### config.mk
export PLATFORM = sky130hd
export DESIGN_NAME = isp_loader
export DESIGN_NICKNAME = d
export VERILOG_FILES = /design/src/rtl/isp_pkg.sv /design/src/rtl/isp_byte_packer.sv /design/src/rtl/isp_loader.sv
export SDC_FILE = /design/constraint.sdc
export NUM_CORES = 1
export LEC_CHECK = 0
export CAP_MARGIN = 5
export CELL_PAD_IN_SITES_DETAIL_PLACEMENT = 1
export CELL_PAD_IN_SITES_GLOBAL_PLACEMENT = 1
export CORE_ASPECT_RATIO = 1.75
export CORE_UTILIZATION = 44
export DETAILED_ROUTE_END_ITERATION = 8
export GPL_TIMING_DRIVEN = 0
export PLACE_DENSITY_LB_ADDON = 0.1
export SYNTH_ARGS = -nofsm -noshare
export SYNTH_HDL_FRONTEND = slang
export SYNTH_SLANG_ARGS = --single-unit
### constraint.sdc
create_clock -name clk -period 2.9 [get_ports clk]
set_input_delay 0.29 -clock clk [delete_from_list [all_inputs] [get_ports clk]]
set_output_delay 0.29 -clock clk [all_outputs]
set_load 0.02 [all_outputs]
### src/rtl/isp_pkg.sv
// Shared definitions for the in-system-programming loader: FSM encoding,
// default idle timeout and the bytes-per-word helper.
package isp_pkg;

    typedef enum logic [1:0] {
        IDLE  = 2'd0,
        ARMED = 2'd1,
        RECV  = 2'd2,
        DONE  = 2'd3
    } state_e;

    // 20 ms of silence at 50 MHz ends a download.
    localparam int DEFAULT_TIMEOUT_CYC = 1000000;

    function automatic int bytes_per_word(input int data_w);
        return data_w / 8;
    endfunction

endpackage

### src/rtl/isp_byte_packer.sv
// Packs a byte stream little-endian into words; emits a word-valid pulse when the
// last lane fills or when a pending partial word is flushed with PAD_BYTE fill.
module isp_byte_packer
    import isp_pkg::*;
#(
    parameter int         DATA_W   = 32,
    parameter logic [7:0] PAD_BYTE = 8'h00
) (
    input  logic              clk,
    input  logic              rst_n,
    input  logic              clr_i,
    input  logic              byte_valid_i,
    input  logic [7:0]        byte_i,
    input  logic              flush_i,
    output logic              word_valid_o,
    output logic [DATA_W-1:0] word_o
);

    localparam int BYTES  = bytes_per_word(DATA_W);
    localparam int LANE_W = (BYTES > 1) ? $clog2(BYTES) : 1;
    localparam logic [LANE_W-1:0] LAST_LANE = LANE_W'(BYTES - 1);

    logic [LANE_W-1:0] lane_q;
    logic [DATA_W-1:0] word_q;
    logic              last_lane;
    logic              pending;

    assign last_lane    = (lane_q == LAST_LANE);
    assign pending      = (lane_q != '0);
    assign word_valid_o = byte_valid_i ? last_lane : (flush_i && pending);

    // Output word merges stored lanes, the incoming byte and padding for the rest.
    genvar gi;
    generate
        for (gi = 0; gi < BYTES; gi++) begin : g_lane
            assign word_o[8*gi +: 8] =
                (byte_valid_i && (lane_q == LANE_W'(gi))) ? byte_i :
                (LANE_W'(gi) < lane_q)                    ? word_q[8*gi +: 8] :
                                                            PAD_BYTE;
        end
    endgenerate

    always_ff @(posedge clk or negedge rst_n) begin
        if (!rst_n) begin
            lane_q <= '0;
            word_q <= '0;
        end else if (clr_i) begin
            lane_q <= '0;
            word_q <= '0;
        end else if (byte_valid_i) begin
            word_q[{lane_q, 3'b000} +: 8] <= byte_i;
            lane_q <= last_lane ? '0 : lane_q + LANE_W'(1);
        end else if (flush_i) begin
            lane_q <= '0;
        end
    end

endmodule

### src/rtl/isp_loader.sv
// UART-fed program RAM loader: packs bytes into words, writes them from address 0,
// and raises dl_flag after an idle timeout. Tracks overflow, byte count and checksum.
module isp_loader
    import isp_pkg::*;
#(
    parameter int         DATA_W      = 32,
    parameter int         ADDR_W      = 16,
    parameter int         TIMEOUT_CYC = DEFAULT_TIMEOUT_CYC,
    parameter logic [7:0] PAD_BYTE    = 8'h00
) (
    input  logic                               clk,
    input  logic                               rst_n,
    input  logic                               en,
    input  logic [7:0]                         rxdata,
    input  logic                               rx_flag_p,
    output logic                               dl_flag,
    output logic                               busy,
    output logic                               err_ovf,
    output logic                               write,
    output logic [ADDR_W-1:0]                  wraddr,
    output logic [DATA_W-1:0]                  wrdata,
    output logic [ADDR_W+$clog2(DATA_W/8):0]   byte_cnt,
    output logic [15:0]                        checksum
);

    localparam int BYTES  = bytes_per_word(DATA_W);
    localparam int CNT_W  = ADDR_W + $clog2(BYTES) + 1;
    localparam int IDLE_W = (TIMEOUT_CYC > 1) ? $clog2(TIMEOUT_CYC) : 1;
    localparam logic [CNT_W-1:0]  CAPACITY  = CNT_W'(BYTES) << ADDR_W;
    localparam logic [IDLE_W-1:0] IDLE_LAST = IDLE_W'(TIMEOUT_CYC - 1);

    state_e              state_q;
    logic [IDLE_W-1:0]   idle_q;
    logic [ADDR_W-1:0]   addr_q;
    logic [ADDR_W-1:0]   wraddr_q;
    logic [DATA_W-1:0]   wrdata_q;
    logic [CNT_W-1:0]    byte_cnt_q;
    logic [15:0]         checksum_q;
    logic                dl_flag_q;
    logic                busy_q;
    logic                err_ovf_q;
    logic                write_q;

    logic                in_rx;
    logic                ram_full;
    logic                accept;
    logic                timeout;
    logic                clr;
    logic                word_valid;
    logic [DATA_W-1:0]   word;

    // RAM is full exactly when every byte slot has been accepted.
    assign in_rx    = (state_q == ARMED) || (state_q == RECV);
    assign ram_full = (byte_cnt_q == CAPACITY);
    assign accept   = en && in_rx && rx_flag_p && !ram_full;
    assign timeout  = en && (state_q == RECV) && !rx_flag_p && (idle_q == IDLE_LAST);
    assign clr      = !en || (state_q == IDLE);

    isp_byte_packer #(
        .DATA_W   (DATA_W),
        .PAD_BYTE (PAD_BYTE)
    ) u_packer (
        .clk          (clk),
        .rst_n        (rst_n),
        .clr_i        (clr),
        .byte_valid_i (accept),
        .byte_i       (rxdata),
        .flush_i      (timeout),
        .word_valid_o (word_valid),
        .word_o       (word)
    );

    always_ff @(posedge clk or negedge rst_n) begin
        if (!rst_n) begin
            state_q    <= IDLE;
            idle_q     <= '0;
            addr_q     <= '0;
            wraddr_q   <= '0;
            wrdata_q   <= '0;
            byte_cnt_q <= '0;
            checksum_q <= '0;
            dl_flag_q  <= 1'b0;
            busy_q     <= 1'b0;
            err_ovf_q  <= 1'b0;
            write_q    <= 1'b0;
        end else begin
            write_q <= 1'b0;
            if (clr) begin
                // Dropping en aborts from any state; a partial word is discarded.
                state_q    <= en ? ARMED : IDLE;
                idle_q     <= '0;
                addr_q     <= '0;
                wraddr_q   <= '0;
                wrdata_q   <= '0;
                byte_cnt_q <= '0;
                checksum_q <= '0;
                dl_flag_q  <= 1'b0;
                busy_q     <= 1'b0;
                err_ovf_q  <= 1'b0;
            end else begin
                case (state_q)
                    ARMED: begin
                        if (rx_flag_p) begin
                            state_q <= RECV;
                            busy_q  <= 1'b1;
                            idle_q  <= '0;
                        end
                    end
                    RECV: begin
                        if (rx_flag_p) begin
                            idle_q <= '0;
                        end else if (timeout) begin
                            state_q <= DONE;
                            busy_q  <= 1'b0;
                        end else begin
                            idle_q <= idle_q + IDLE_W'(1);
                        end
                    end
                    DONE:    dl_flag_q <= 1'b1;
                    default: ;
                endcase

                if (accept) begin
                    byte_cnt_q <= byte_cnt_q + CNT_W'(1);
                    checksum_q <= checksum_q + {8'h00, rxdata};
                end
                if (in_rx && rx_flag_p && ram_full) begin
                    err_ovf_q <= 1'b1;
                end
                if (word_valid) begin
                    write_q  <= 1'b1;
                    wraddr_q <= addr_q;
                    wrdata_q <= word;
                    addr_q   <= addr_q + ADDR_W'(1);
                end
            end
        end
    end

    assign dl_flag  = dl_flag_q;
    assign busy     = busy_q;
    assign err_ovf  = err_ovf_q;
    assign write    = write_q;
    assign wraddr   = wraddr_q;
    assign wrdata   = wrdata_q;
    assign byte_cnt = byte_cnt_q;
    assign checksum = checksum_q;

endmodule

== Yosys cells after proc, flatten, opt, wreduce, memory -nomap -nowiden ==
Cells that the tools add are included.
Cells by class
  bitwise gates (word level): 0
  add/sub/neg operators: 6
  shifts and indexed selects: 2
  magnitude comparators: 4
  equal/unequal tests: 12
  multiply operators: 0
  reduce and logical (&&, ||, !) cells: 29
  div/mod/pow operators: 0
  muxes and demuxes: 48
Operator list (count)
  $mux 32: 4
  $mux 16: 6
  $mux 20: 4
  $mux 8: 8
  $pmux 20 s2: 1
  $mux 19: 2
  $bwmux 32: 1
  $shift 8x7->32 const A: 1
  $shiftx 8x7->32: 1
  $add 20x1->20 const B: 1
  $eq 20x20->1 const B: 1
  $add 19x1->19 const B: 1
  $eq 19x19->1 const B: 1
  $add 16x1->16 const B: 1
  $add 16x8->16: 1
  $mux 2: 8
  $logic_and 1x1->1: 13
  $mux 1: 12
  $reduce_bool 2->1: 5
  $eq 2x2->1 const B: 4
  $neg 5->7: 1
  $ne 3x3->1 const B: 2
  $reduce_bool 3->1: 2
  $eq 2x1->1 const B: 2
  other kinds (12): 18
Word-level totals
  register bits after elaboration: 159
  latch bits: 0
  bits in writable memories: 0
  logic and storage cells: 114
  output and inout bits: 87
  bits of input ports: 12
  memories: 0
  bits in read-only memories: 0

== Longest topological paths before layout ==
Gate-level depths: netlist of run 1.
  depth in word-level cells: 9
  gate-level depth with buffers: 9

== Cells and area by module ==
A second synthesis of run 1 with hierarchy kept.
Unflattened totals
  cell total of the unflattened synthesis: 822
  area, all modules: 7977.7 um2
Modules (own cells, without submodules)
  isp_loader: instances 1, cells an instance 628, seq. area each 3128.0 um2, area an instance 6263.5 um2
  isp_byte_packer: instances 1, cells an instance 194, seq. area each 650.6 um2, area an instance 1714.1 um2

== Worst setup path before layout of run 1 ==
Ideal clock, no wire load.
  path kind: flip-flop to flip-flop
  start: register u_packer.lane_q[1]
  end: register addr_q[11]
  cell stages (with the launch flop): 8
  required time: 2.817 ns
  arrival: 2.361 ns
  path slack: 0.457 ns
  period minus slack after synthesis: 2.443 ns
  cells stage by stage: dfrtp_1 clkinv_1 ha_1 or4_4 or3_4 buf_6 a2111o_1 o21ai_0
On the way
  longest elaborated chain between the ends: 4
RTL lines
  start, declared: line isp_byte_packer.sv:23  | logic [LANE_W-1:0] lane_q;
  start signal, assigned: line isp_byte_packer.sv:52  | lane_q <= last_lane ? '0 : lane_q + LANE_W'(1);
  $reduce_bool 2->1: line isp_byte_packer.sv:29  | assign pending = (lane_q != '0);
  $logic_and 1x1->1: line isp_byte_packer.sv:30  | assign word_valid_o = byte_valid_i ? last_lane : (flush_i && pending);
  $mux 1 *: line isp_byte_packer.sv:30
  $reduce_bool 2->1 (no source line) *
  end signal, assigned: line isp_loader.sv:134  | addr_q <= addr_q + ADDR_W'(1);
  end, declared: line isp_loader.sv:34  | logic [ADDR_W-1:0] addr_q;
Every way passes the cells marked *; elsewhere a longest branch is shown, timed or not.
A chain may end at the register's enable or synchronous reset.

== Worst setup path in the final report of run 1 ==
  start: input rxdata[1]
  end: register checksum_q[12] (netlist: checksum[12])
On the way
  longest elaborated chain between the ends: 3
RTL lines
  start, declared: line isp_loader.sv:14  | input logic [7:0] rxdata,
  $add 16x8->16: line isp_loader.sv:125  | checksum_q <= checksum_q + {8'h00, rxdata};
  $mux 16: line isp_loader.sv:123  | if (accept) begin
  $mux 16: line isp_loader.sv:88  | if (clr) begin
  end signal, assigned: line isp_loader.sv:125
  end, declared: line isp_loader.sv:38  | logic [15:0] checksum_q;
No other way between the ends. The select of a mux whose other input is x is not followed.

==> flow_summary.ini, run 1 <==
[floorplan]
fp-row-count = 65
start_util_pct = 44.62
die_y_um = 180.6
die-area_um2 = 18790
core_um2 = 17970
ios = 99
die_w_um = 104.1

[cells_and_area]
nFillCells = 2031
seq_area_um2 = 3779
final_common_cell = dfrtp_1
area_growth_pct = 24.32
drive_gt1_share_pct = 8.168
fin_nets = 978
final_cell_mix = 151 x dfrtp_1, 94 x clkdlybuf4s50_1, 89 x nand2_1
multi_input_area_um2 = 3966
antenna_cells = 0

[synth]
synthCells = 820
ys.flop_type = dfrtp_1
yosysWarnings = 0
avgSynthCellArea_um2 = 9.781
async_reset_ff_share_pct = 100.0
synth.distinct_cells = 62
yosysSeqAreaShare_pct = 47.11
syn_nets = 856
ys_seq_elements = 151
syn_area_um2 = 8020
synth-edff-count = 0

[pwr]
ir_drop_mv = 0.3154
powerDensity_nw_per_um2 = 470.9
p_leak_uw = 0.004073

[worst_setup_path]
arrival_ns = 3.12
cp_cell_sequence = clkdlybuf4s50_1, inv_1, fa_1, nand2b_1, a21oi_1, o31ai_1, a2111oi_1, mux2i_1
r2r_cells = 7
crit_buf_inv = 2
path_depth = 8
cp_slowest_stage_delay_ns = 0.72
critical_path.startpoint = rxdata[1]
crit_type = in -> reg
start_kind = input pin
critPathMaxFanout = 7
worst_setup_path_end_kind = register
cpLargestDelayFamily = compound AO/OA/AOI/OAI gates
crit_path_end = checksum[12]$_DFFE_PN0P_
slowest_stage = clkdlybuf4s50_1
r2r_end = wrdata[21]$_DFFE_PN0P_
reg2reg_slack_ns = 0.15
cp_data_required_time_ns = 3.24
reg2reg_from = byte_cnt[14]$_DFFE_PN0P_

[timing]
clock_skew_ns = 0.009746
timing.final.ws_setup_ns = 0.1229
slew_violations = 0
final-hold-violation-count = 0
min_period_ns = 2.777
setup_viol = 0
fin_crit_sh_pct = 95.76
holdWs_ns = 0.3120
worst_pin_slew_ns = 1.067
fmax_ghz = 0.3601
rsz0062_at_grt = false
max_slew_margin_pct = 28.54

[drt]
drt-pass1-iter-count = 4
via_per_inst = 5.902
wl_per_cell_um = 21.17
ant_nets = 0
wl_um = 25180
drc = 0
routed-via-count = 7017
drt_iter0_drc = 344

[global_route]
grt_use_total_pct = 28.30
grt_start_max_net_pins = 91
overflow = 0
grt_pass1_wl_um = 41850
grt_pass1_vias = 7842
antenna_found_initial = 0

[place]
dp_hpwl_um = 18280
io_buffers = 96
gp_congestion = 0.8839
place_ws_ns = -0.4289

[clock_tree]
root_buffer = clkbuf_16
cts_made_buffers = 17
numClockSinks = 151
insertion_delay_ns = 0.43
cts_tree = done
htree_levels = 4
clockBufferDepth = 2
path_clk_slew_ns = 0.07

[min_path]
hold_path_class = in -> reg

[status]
status = finished clean

[job]
drv_cap = 0
==> area by class of cell <==
type,count,share of cell area (%)
Tap cell,234,2.936
Timing Repair Buffer,103,10.37
Buffer,38,1.682
Sequential cell,151,37.90
Clock inverter,15,1.343
Clock buffer,17,4.267
Inverter,45,1.732
Multi-Input combinational cell,586,39.78
==> power by group <==
part | switching [uW] | internal, uW | leakage, uW
sequential | 13.3 | 2120 | 0.00211
combinational | 302 | 127 | 0.00170
clock | 1000 | 1130 | 0.000272
==> how the worst min path moves through the flow <==
stage                                   to  slack [ns]  cells after the start                    from
floorplan            addr_q[0]$_DFFE_PN0P_      -0.006                      0                   rst_n
global placement    wrdata[18]$_DFFE_PN0P_        0.47                      1  wrdata[18]$_DFFE_PN0P_
detailed placement   wrdata[7]$_DFFE_PN0P_        0.33                      1                   rst_n
CTS                    err_ovf$_DFFE_PN0P_        0.28                      3               rx_flag_p
global route           err_ovf$_DFFE_PN0P_        0.35                      3               rx_flag_p
finish                 err_ovf$_DFFE_PN0P_        0.31                      3               rx_flag_p
==> state kept, by name, summed over array words and instances (netlist names) <==
register / cells
checksum: 16
wraddr: 16
state_q: 2
wrdata: 32
busy: 1
byte_cnt: 19
addr_q: 16
dl_flag: 1
idle_q: 20
u_packer.word_q: 24
err_ovf: 1
write: 1
u_packer.lane_q: 2
==> metrics by stage <==
step	total power (uW)	setup TNS, ns	cell area [um2]	std cells	util [%]
3_5_place_dp	2595	-14.64	9308	1152	51.79
5_1_grt	4853	0	9971	1189	55.48
6_report	4695	0	9971	1189	55.48
2_1_floorplan	2403	0	8020	820	-
4_1_cts	4738	-0.03318	9911	1187	55.14
3_3_place_gp	2572	-702.74	9274	1150	51.60
==> layer usage <==
layer  GRT usage (%)  vias to the layer above  routed length (um)
met3           3.761                       60                 600
met2           52.88                      135               13980
met5               0                        -                   0
met4           15.20                        0                1054
li1                -                     3228                   -
met1           30.49                     3594                9538
==> cell usage after synthesis, types with 3 or more instances <==
library cell  instances  share of area, %
dfrtp_1             151                47
nand2_1              89               4.2
a21oi_1              55               3.4
mux2i_1              55               6.9
nor2_1               47               2.2
inv_1                44               2.1
nand3_1              36               2.2
a22o_1               32               3.5
o21ai_0              29               1.8
clkbuf_1             28               1.3
ha_1                 23               3.6
o2bb2ai_1            23               2.5
nand4_1              15               1.2
and2_1               14               1.1
nand2b_1             14               1.1
and3_1               13               1.0
a2111o_1              9               1.3
nor3_1                9              0.56
o22a_1                8              0.87
or3_1                 8              0.62
xnor2_1               8              0.87
nor4_1                7              0.55
o211ai_1              7              0.66
xor2_1                6              0.66
a211oi_1              5              0.47
buf_2                 5              0.31
nor4b_1               5              0.55
o21a_1                5              0.47
a31oi_1               4              0.31
buf_1                 4              0.19
nor2b_1               4              0.31
o31ai_1               4              0.37
or2_2                 4              0.31
or4_1                 4              0.37
a21o_1                3              0.28
a21oi_2               3              0.33
a2bb2oi_1             3              0.33
and4_1                3              0.33
nand3b_1              3              0.28
==> worst register-to-register path, stage by stage, from the launching register on <==
cell and delay [ns]:
dfrtp_1 0.46, or4b_2 0.68, clkbuf_1 0.22, o21a_1 0.26, nor3_2 0.31, clkbuf_4 0.31, buf_2 0.26, o2bb2ai_1 0.15
==> cells by family after synthesis <==
group | count (synthesis) | synth area share, %
fa+ha+maj | 24 | 3.838
buf+inv | 83 | 4.056
flops | 151 | 47.11
compound gates | 204 | 17.96
xor+xnor | 14 | 1.529
simple gates | 287 | 18.36
mux | 57 | 7.145
==> repair_timing <==
item / in CTS / in global routing
hold endpoints to repair: 61 / 0
pin swaps: 1 / 0
buffers inserted: 2 / 2
gates resized for setup: 7 / 17
endpoints found under the setup margin: 85 / 80
hold buffers: 1 / 0
Power figures use the tool's default switching activity.
==> inputs of run 2 (changes only) <==
--- a/config.mk
+++ b/config.mk
@@ -5,6 +5,7 @@
 export SDC_FILE = /design/constraint.sdc
 export NUM_CORES = 1
 export LEC_CHECK = 0
+export ABC_CLOCK_PERIOD_IN_PS = 2900
 export CAP_MARGIN = 5
 export CELL_PAD_IN_SITES_DETAIL_PLACEMENT = 1
 export CELL_PAD_IN_SITES_GLOBAL_PLACEMENT = 1
==> results of run 2 <==
Same layout as run 1: the final DEF is identical, and so are final timing and power.
